--- src/rtl/matrix_writeback_if.sv ---
// matrix_writeback_if
// Groups the control, TPU result and RAM write signals of the writeback
// controller.
//   slave  : the controller side (takes start/results, drives status and RAM writes)
//   master : the host/TPU/RAM side
// Signals:
//   start, busy, done                   frame control and status
//   tpu_result_arr, tpu_result_valid,   one chunk row of four signed lanes
//   result_ready                        beat handshake
//   ram_wr_addr, ram_wr_data, ram_we    serial pixel writes into the image RAM
interface matrix_writeback_if #(
  parameter int MATRIX_SIZE = 8,
  parameter int DATA_W      = 16
);
  localparam int ADDR_W = $clog2(MATRIX_SIZE * MATRIX_SIZE);

  logic                  start;
  logic                  busy;
  logic                  done;
  logic [4*DATA_W-1:0]   tpu_result_arr;
  logic                  tpu_result_valid;
  logic                  result_ready;
  logic [ADDR_W-1:0]     ram_wr_addr;
  logic [7:0]            ram_wr_data;
  logic                  ram_we;

  modport slave (
    input  start, tpu_result_arr, tpu_result_valid,
    output busy, done, result_ready, ram_wr_addr, ram_wr_data, ram_we
  );

  modport master (
    output start, tpu_result_arr, tpu_result_valid,
    input  busy, done, result_ready, ram_wr_addr, ram_wr_data, ram_we
  );
endinterface

--- src/rtl/matrix_writeback_controller.sv ---
// matrix_writeback_controller
// Accepts 4x4 chunk rows from the TPU and writes them back, one pixel per
// cycle, into the 8-bit image RAM. Chunks are walked row-major (chunk column
// first), matching the read-side controller so frames land in place.
// Ports:
//   clk    system clock, rising edge
//   reset  synchronous, active-high
//   bus    matrix_writeback_if.slave (start/busy/done, TPU beat handshake,
//          RAM write port)
// Build option:
//   WRITEBACK_SATURATE_EN  defined   : clamp signed lanes to 0..255
//                          undefined : write lane[7:0] unclamped
//
// state     | meaning
// IDLE      | waiting for start
// WAIT_BEAT | result_ready high, waiting for a chunk row
// WRITE     | four serial pixel writes, columns 0..3
// DONE      | one-cycle done pulse, then back to IDLE
module matrix_writeback_controller #(
  parameter int MATRIX_SIZE = 8,
  parameter int DATA_W      = 16
) (
  input logic               clk,
  input logic               reset,
  matrix_writeback_if.slave bus
);
  localparam int N_CHUNK = MATRIX_SIZE / 4;
  localparam int CW      = (N_CHUNK > 1) ? $clog2(N_CHUNK) : 1;
  localparam int ADDR_W  = $clog2(MATRIX_SIZE * MATRIX_SIZE);
  localparam logic [CW-1:0] CHUNK_LAST = CW'(N_CHUNK - 1);

  typedef enum logic [1:0] {IDLE, WAIT_BEAT, WRITE, DONE} state_t;

  state_t            state_q, state_d;
  logic [1:0]        col_q, col_d;
  logic [1:0]        row_q, row_d;
  logic [CW-1:0]     chunk_c_q, chunk_c_d;
  logic [CW-1:0]     chunk_r_q, chunk_r_d;
  logic [3:0][7:0]   pix_q, pix_d;
  logic [ADDR_W-1:0] addr_hold_q, addr_hold_d;
  logic [7:0]        data_hold_q, data_hold_d;

  logic [3:0][7:0]   conv;
  logic [ADDR_W-1:0] pix_y, pix_x, addr_cur;

  // Lanes are converted at acceptance so only 8 bits per column are held.
  for (genvar k = 0; k < 4; k++) begin : gen_lane
    logic [DATA_W-1:0] lane;
    assign lane = bus.tpu_result_arr[k*DATA_W +: DATA_W];
`ifdef WRITEBACK_SATURATE_EN
    assign conv[k] = lane[DATA_W-1]      ? 8'd0  :
                     (|lane[DATA_W-2:8]) ? 8'hFF : lane[7:0];
`else
    logic unused_hi;
    assign unused_hi = ^lane[DATA_W-1:8];
    assign conv[k]   = lane[7:0];
`endif
  end

  // {chunk, row} equals chunk*4 + row; widening first keeps the product exact.
  assign pix_y    = ADDR_W'({chunk_r_q, row_q});
  assign pix_x    = ADDR_W'({chunk_c_q, col_q});
  assign addr_cur = pix_y * ADDR_W'(MATRIX_SIZE) + pix_x;

  assign bus.ram_we       = (state_q == WRITE);
  assign bus.ram_wr_addr  = bus.ram_we ? addr_cur     : addr_hold_q;
  assign bus.ram_wr_data  = bus.ram_we ? pix_q[col_q] : data_hold_q;
  assign bus.result_ready = (state_q == WAIT_BEAT);
  assign bus.busy         = (state_q == WAIT_BEAT) || (state_q == WRITE);
  assign bus.done         = (state_q == DONE);

  always_comb begin
    state_d     = state_q;
    col_d       = col_q;
    row_d       = row_q;
    chunk_c_d   = chunk_c_q;
    chunk_r_d   = chunk_r_q;
    pix_d       = pix_q;
    addr_hold_d = addr_hold_q;
    data_hold_d = data_hold_q;
    case (state_q)
      IDLE: begin
        if (bus.start) begin
          state_d   = WAIT_BEAT;
          col_d     = '0;
          row_d     = '0;
          chunk_c_d = '0;
          chunk_r_d = '0;
        end
      end
      WAIT_BEAT: begin
        if (bus.tpu_result_valid) begin
          pix_d   = conv;
          col_d   = '0;
          state_d = WRITE;
        end
      end
      WRITE: begin
        addr_hold_d = addr_cur;
        data_hold_d = pix_q[col_q];
        if (col_q == 2'd3) begin
          col_d   = '0;
          state_d = WAIT_BEAT;
          if (row_q == 2'd3) begin
            row_d = '0;
            if (chunk_c_q == CHUNK_LAST) begin
              chunk_c_d = '0;
              if (chunk_r_q == CHUNK_LAST) begin
                chunk_r_d = '0;
                state_d   = DONE;
              end else begin
                chunk_r_d = chunk_r_q + 1'b1;
              end
            end else begin
              chunk_c_d = chunk_c_q + 1'b1;
            end
          end else begin
            row_d = row_q + 1'b1;
          end
        end else begin
          col_d = col_q + 1'b1;
        end
      end
      DONE: state_d = IDLE;
      default: state_d = IDLE;
    endcase
  end

  always_ff @(posedge clk) begin
    if (reset) begin
      state_q     <= IDLE;
      col_q       <= '0;
      row_q       <= '0;
      chunk_c_q   <= '0;
      chunk_r_q   <= '0;
      pix_q       <= '0;
      addr_hold_q <= '0;
      data_hold_q <= '0;
    end else begin
      state_q     <= state_d;
      col_q       <= col_d;
      row_q       <= row_d;
      chunk_c_q   <= chunk_c_d;
      chunk_r_q   <= chunk_r_d;
      pix_q       <= pix_d;
      addr_hold_q <= addr_hold_d;
      data_hold_q <= data_hold_d;
    end
  end
endmodule
--- src/flat_wrapper.sv ---
// flat-port wrapper written by rule: the top's interface ports become plain ports
module matrix_writeback_controller_flat 
#(
  parameter int MATRIX_SIZE = 8,
  parameter int DATA_W      = 16
)
  (clk, reset, bus_start, bus_tpu_result_arr, bus_tpu_result_valid, bus_busy, bus_done, bus_result_ready, bus_ram_wr_addr, bus_ram_wr_data, bus_ram_we);
  matrix_writeback_if #(.MATRIX_SIZE(MATRIX_SIZE), .DATA_W(DATA_W)) bus_i ();
  input logic clk;
  input logic reset;
  input wire logic [$bits(bus_i.start)-1:0] bus_start;
  input wire logic [$bits(bus_i.tpu_result_arr)-1:0] bus_tpu_result_arr;
  input wire logic [$bits(bus_i.tpu_result_valid)-1:0] bus_tpu_result_valid;
  output wire logic [$bits(bus_i.busy)-1:0] bus_busy;
  output wire logic [$bits(bus_i.done)-1:0] bus_done;
  output wire logic [$bits(bus_i.result_ready)-1:0] bus_result_ready;
  output wire logic [$bits(bus_i.ram_wr_addr)-1:0] bus_ram_wr_addr;
  output wire logic [$bits(bus_i.ram_wr_data)-1:0] bus_ram_wr_data;
  output wire logic [$bits(bus_i.ram_we)-1:0] bus_ram_we;
  assign bus_i.start = bus_start;
  assign bus_i.tpu_result_arr = bus_tpu_result_arr;
  assign bus_i.tpu_result_valid = bus_tpu_result_valid;
  assign bus_busy = bus_i.busy;
  assign bus_done = bus_i.done;
  assign bus_result_ready = bus_i.result_ready;
  assign bus_ram_wr_addr = bus_i.ram_wr_addr;
  assign bus_ram_wr_data = bus_i.ram_wr_data;
  assign bus_ram_we = bus_i.ram_we;
  matrix_writeback_controller #(.MATRIX_SIZE(MATRIX_SIZE), .DATA_W(DATA_W)) u_core (.clk(clk), .reset(reset), .bus(bus_i));
endmodule
--- config.mk ---
export PLATFORM = sky130hd
export DESIGN_NAME = matrix_writeback_controller_flat
export DESIGN_NICKNAME = d
export VERILOG_FILES = /design/src/rtl/matrix_writeback_if.sv /design/src/rtl/matrix_writeback_controller.sv /design/src/flat_wrapper.sv
export SDC_FILE = /design/constraint.sdc
export NUM_CORES = 1
export LEC_CHECK = 0
export ABC_AREA = 1
export BUFFER_PORTS_ARGS = -buffer_cell sky130_fd_sc_hd__buf_2
export CORE_MARGIN = 8
export CORE_UTILIZATION = 35
export CTS_BUF_LIST = sky130_fd_sc_hd__clkbuf_8
export CTS_CLUSTER_SIZE = 25
export DETAILED_ROUTE_END_ITERATION = 16
export GPL_ROUTABILITY_DRIVEN = 1
export PLACE_DENSITY_LB_ADDON = 0.12
export SYNTH_ARGS = -nofsm -noshare
export SYNTH_HDL_FRONTEND = slang
export SYNTH_SLANG_ARGS = --single-unit
--- constraint.sdc ---
create_clock -name clk -period 4.3 [get_ports clk]
set_input_delay 0.43 -clock clk [delete_from_list [all_inputs] [get_ports clk]]
set_output_delay 0.43 -clock clk [all_outputs]
set_load 0.1 [all_outputs]
==> run metrics <==
main combinational cell family by area after synthesis=simple AND/OR/NAND/NOR gates; top-area cell type share of the netlist area=a little over two fifths; total detailed-routing wirelength=6250 um; CP max-delay cell=dfxtp_1; CTS Buf Count=5; clk slew on worst S/H paths=around 0.11 ns; placed inst area=0.00282 mm^2; post-cts resize count=0; status=finished, final reports clean; drt pass-1 iters=4; final net count=481; #FFs+latches synth=54; Synth Net Count=439; Logic pwr share=between 50% and 60%; Leak=around 1.5 nW; num rows=31; via count=2274; Ports=86; Final Max Slew Viols=0; Final ANT Viol Nets=0; RePlAce Congestion=0.773; Synth area leader=dfxtp_1; largest cells by area after synthesis=dfxtp_1 43%, nand2_1 11%, inv_1 8.1%; Highest Signal Layer=met4; drt drc=0; Int Pwr=0.00111 W; Setup TNS=0 ns; Psw=0.00122 W; RSZ-0062 raised after global routing=false; Worst Skew=0.0135 ns; Highest Clock Rate=360 MHz; CTS Hold Bufs=0; clk_lat worst skew=0.32 ns; GRT overflow=0; share of total power in the clock network=between 10% and 20%; number of clock sinks=54; Setup Buffers After CTS=0; wl on met1=between 3000 and 4000 um; WHS Path Cells=3; data required time of the worst path=3.87 ns; Core Box Area=about 0.007 mm^2; synthesized cell area=0.00254 mm^2; HP Class=input port to flop; CP Buf/Inv Count=3; post-synthesis mux area share=0%; die height=slightly above 100 um; first-pass GRT wire length=10200 um; Worst Reg-to-Reg Cells=5; adder-cell share of the synthesized area=between 4 and 5%; P&R area growth vs syn=15.8%; worst slew pin tran=0.989 ns; Period minus WS final=2.78 ns; Switching Fraction=between 50% and 60%; final instance area=0.00294 mm^2; Initial Util=35.6%; compound-gate portion of the synthesized area=16.0%; Yosys warnings=0; clk buf depth=2; initial antenna violation count=0; CP cell instances=inv_4 > nand2_1 > nand3_1 > nand3_1 > nand2_1 > inv_1 > buf_2; pwr/cell area=793 mW/mm^2; kind of critical path=flop to output port; post-synthesis average cell area=7.02 um^2; Seq pwr share=29.9%; met3 WL=272 um; Root Buffer=clkbuf_8; cells after synthesis=362; post-synthesis xor/xnor area fraction=0%; largest net degree at the start of global routing=65; DP Wirelength=4440 um; met2 WL=between 2000 and 3000 um; crit-path leading delay family=flip-flops; CP Data Arrival Time=2.35 ns; H-tree Lvls=2; Fin Hold WS=0.394 ns; CTS tree=yes; die area=0.0102 mm^2; Tcrit/Tclk final=approximately two thirds; Iteration-0 DRC Markers=~150; Post-Synth Simple-Gate Area=23.9%; slowest stage delay, CP=0.89 ns; die width=slightly above 100 um; CP startpoint kind=flop; share of cells above drive strength 1=19.0%; vias in the first global route=2227; DR WL/cell=12.4 um; Port Buffers=53; Netlist cell types=23; antenna diode count=0; Vias/cell=4.51; register area share after synthesis=a little over two fifths; Crit. path cell count=7; gr usage total=12.5%; final setup vio count=0; crit-path max FO=20; Max Cap Viol=0; Final Hold Fails=0; VDD IR max=roughly 0.49 mV; relative slew slack=33.8%; CP endpoint kind=output port
worst paths after layout:
kind | startpoint | endpoint | slack, ns
min reg2reg | u_core.pix_q[1]$_SDFFE_PP0P_ | u_core.pix_q[1]$_SDFFE_PP0P_ | 0.46
max | u_core.col_q[0]$_SDFFE_PP0P_ | bus_ram_wr_data[3] | 1.52
max reg2reg | u_core.state_q[1]$_SDFFE_PP0P_ | u_core.pix_q[9]$_SDFFE_PP0P_ | 2.28
min | bus_tpu_result_arr[4] | u_core.pix_q[4]$_SDFFE_PP0P_ | 0.39
tightest hold or removal path, delay by kind of cell:
family          cells  cell delay (ns)
compound gates      2             0.17
buf+inv             1             0.07
metrics by stage:
| step | util, % | std cells | power, W | setup WS [ns] |
|---|---|---|---|---|
| 6_report | 41.2 | 504 | 0.00233 | 1.52 |
| 2_1_floorplan | - | 362 | 0.00179 | 0.828 |
| 3_3_place_gp | 39.5 | 496 | 0.00197 | 1.83 |
| 4_1_cts | 41.2 | 504 | 0.00235 | 1.50 |
| 5_1_grt | 41.2 | 504 | 0.00250 | 1.37 |
| 3_5_place_dp | 39.5 | 496 | 0.00199 | 1.85 |
area by class of cell:
cell class | count | area (um^2)
well taps | 99 | 124
inverters | 59 | 224
flip-flops and latches | 54 | 1080
fillers | 796 | 4200
repair buffers | 53 | 265
clock inverters | 2 | 38.8
clock buffers | 6 | 82.6
multi-input cells | 231 | 1130
sequential cells by signal (all words and copies together), names as in the netlist:
| register | flops |
|---|---|
| u_core.state_q | 2 |
| u_core.row_q | 2 |
| u_core.addr_hold_q | 6 |
| u_core.data_hold_q | 8 |
| u_core.chunk_c_q | 1 |
| u_core.pix_q | 32 |
| u_core.col_q | 2 |
| u_core.chunk_r_q | 1 |
synthesized netlist by cell type:
cell,count
a211oi_1,1
a21oi_1,40
buf_1,2
buf_2,6
buf_4,1
buf_6,4
clkbuf_1,5
dfxtp_1,54
ha_1,9
inv_1,55
inv_2,3
inv_4,1
nand2_1,74
nand2_2,3
nand3_1,28
nand4_1,1
nor2_1,25
nor2_4,1
nor3_1,2
o21a_1,1
o21ai_0,35
o21ai_1,3
or2_2,8
routing by layer:
metal | vias to the layer above | global-route usage (%)
met4 | 0 | 5.27
li1 | 1219 | -
met2 | 34 | 20.6
met1 | 1012 | 15.2
met3 | 9 | 3.09
met5 | - | 0
kinds of logic after synthesis:
family	Yosys count
AND/OR/NAND/NOR	142
AO/OA/AOI/OAI	80
buffers and inverters	77
flip-flops	54
adder cells (fa/ha/maj)	9
power groups by stage:
| stage | clock network (W) | registers, W | logic (W) |
|---|---|---|---|
| 2_1_floorplan | 0 | 0.000674 | 0.00112 |
| 3_3_place_gp | 0 | 0.000707 | 0.00127 |
| 3_5_place_dp | 0 | 0.000708 | 0.00128 |
| 4_1_cts | 0.000377 | 0.000696 | 0.00128 |
| 5_1_grt | 0.000394 | 0.000712 | 0.00140 |
| 6_report | 0.000367 | 0.000696 | 0.00127 |
cells in the final DEF (no fill, tap or decap), types with 2 or more instances in the layout:
cell       n
a21oi_1   40
buf_2     53
clkbuf_8   6
dfxtp_1   54
ha_1       9
inv_1     55
inv_2      3
nand2_1   74
nand2_2    3
nand3_1   28
nor2_1    25
nor3_1     2
o21ai_0   35
o21ai_1    3
or2_2      8
(Power assumes the default switching activity.)
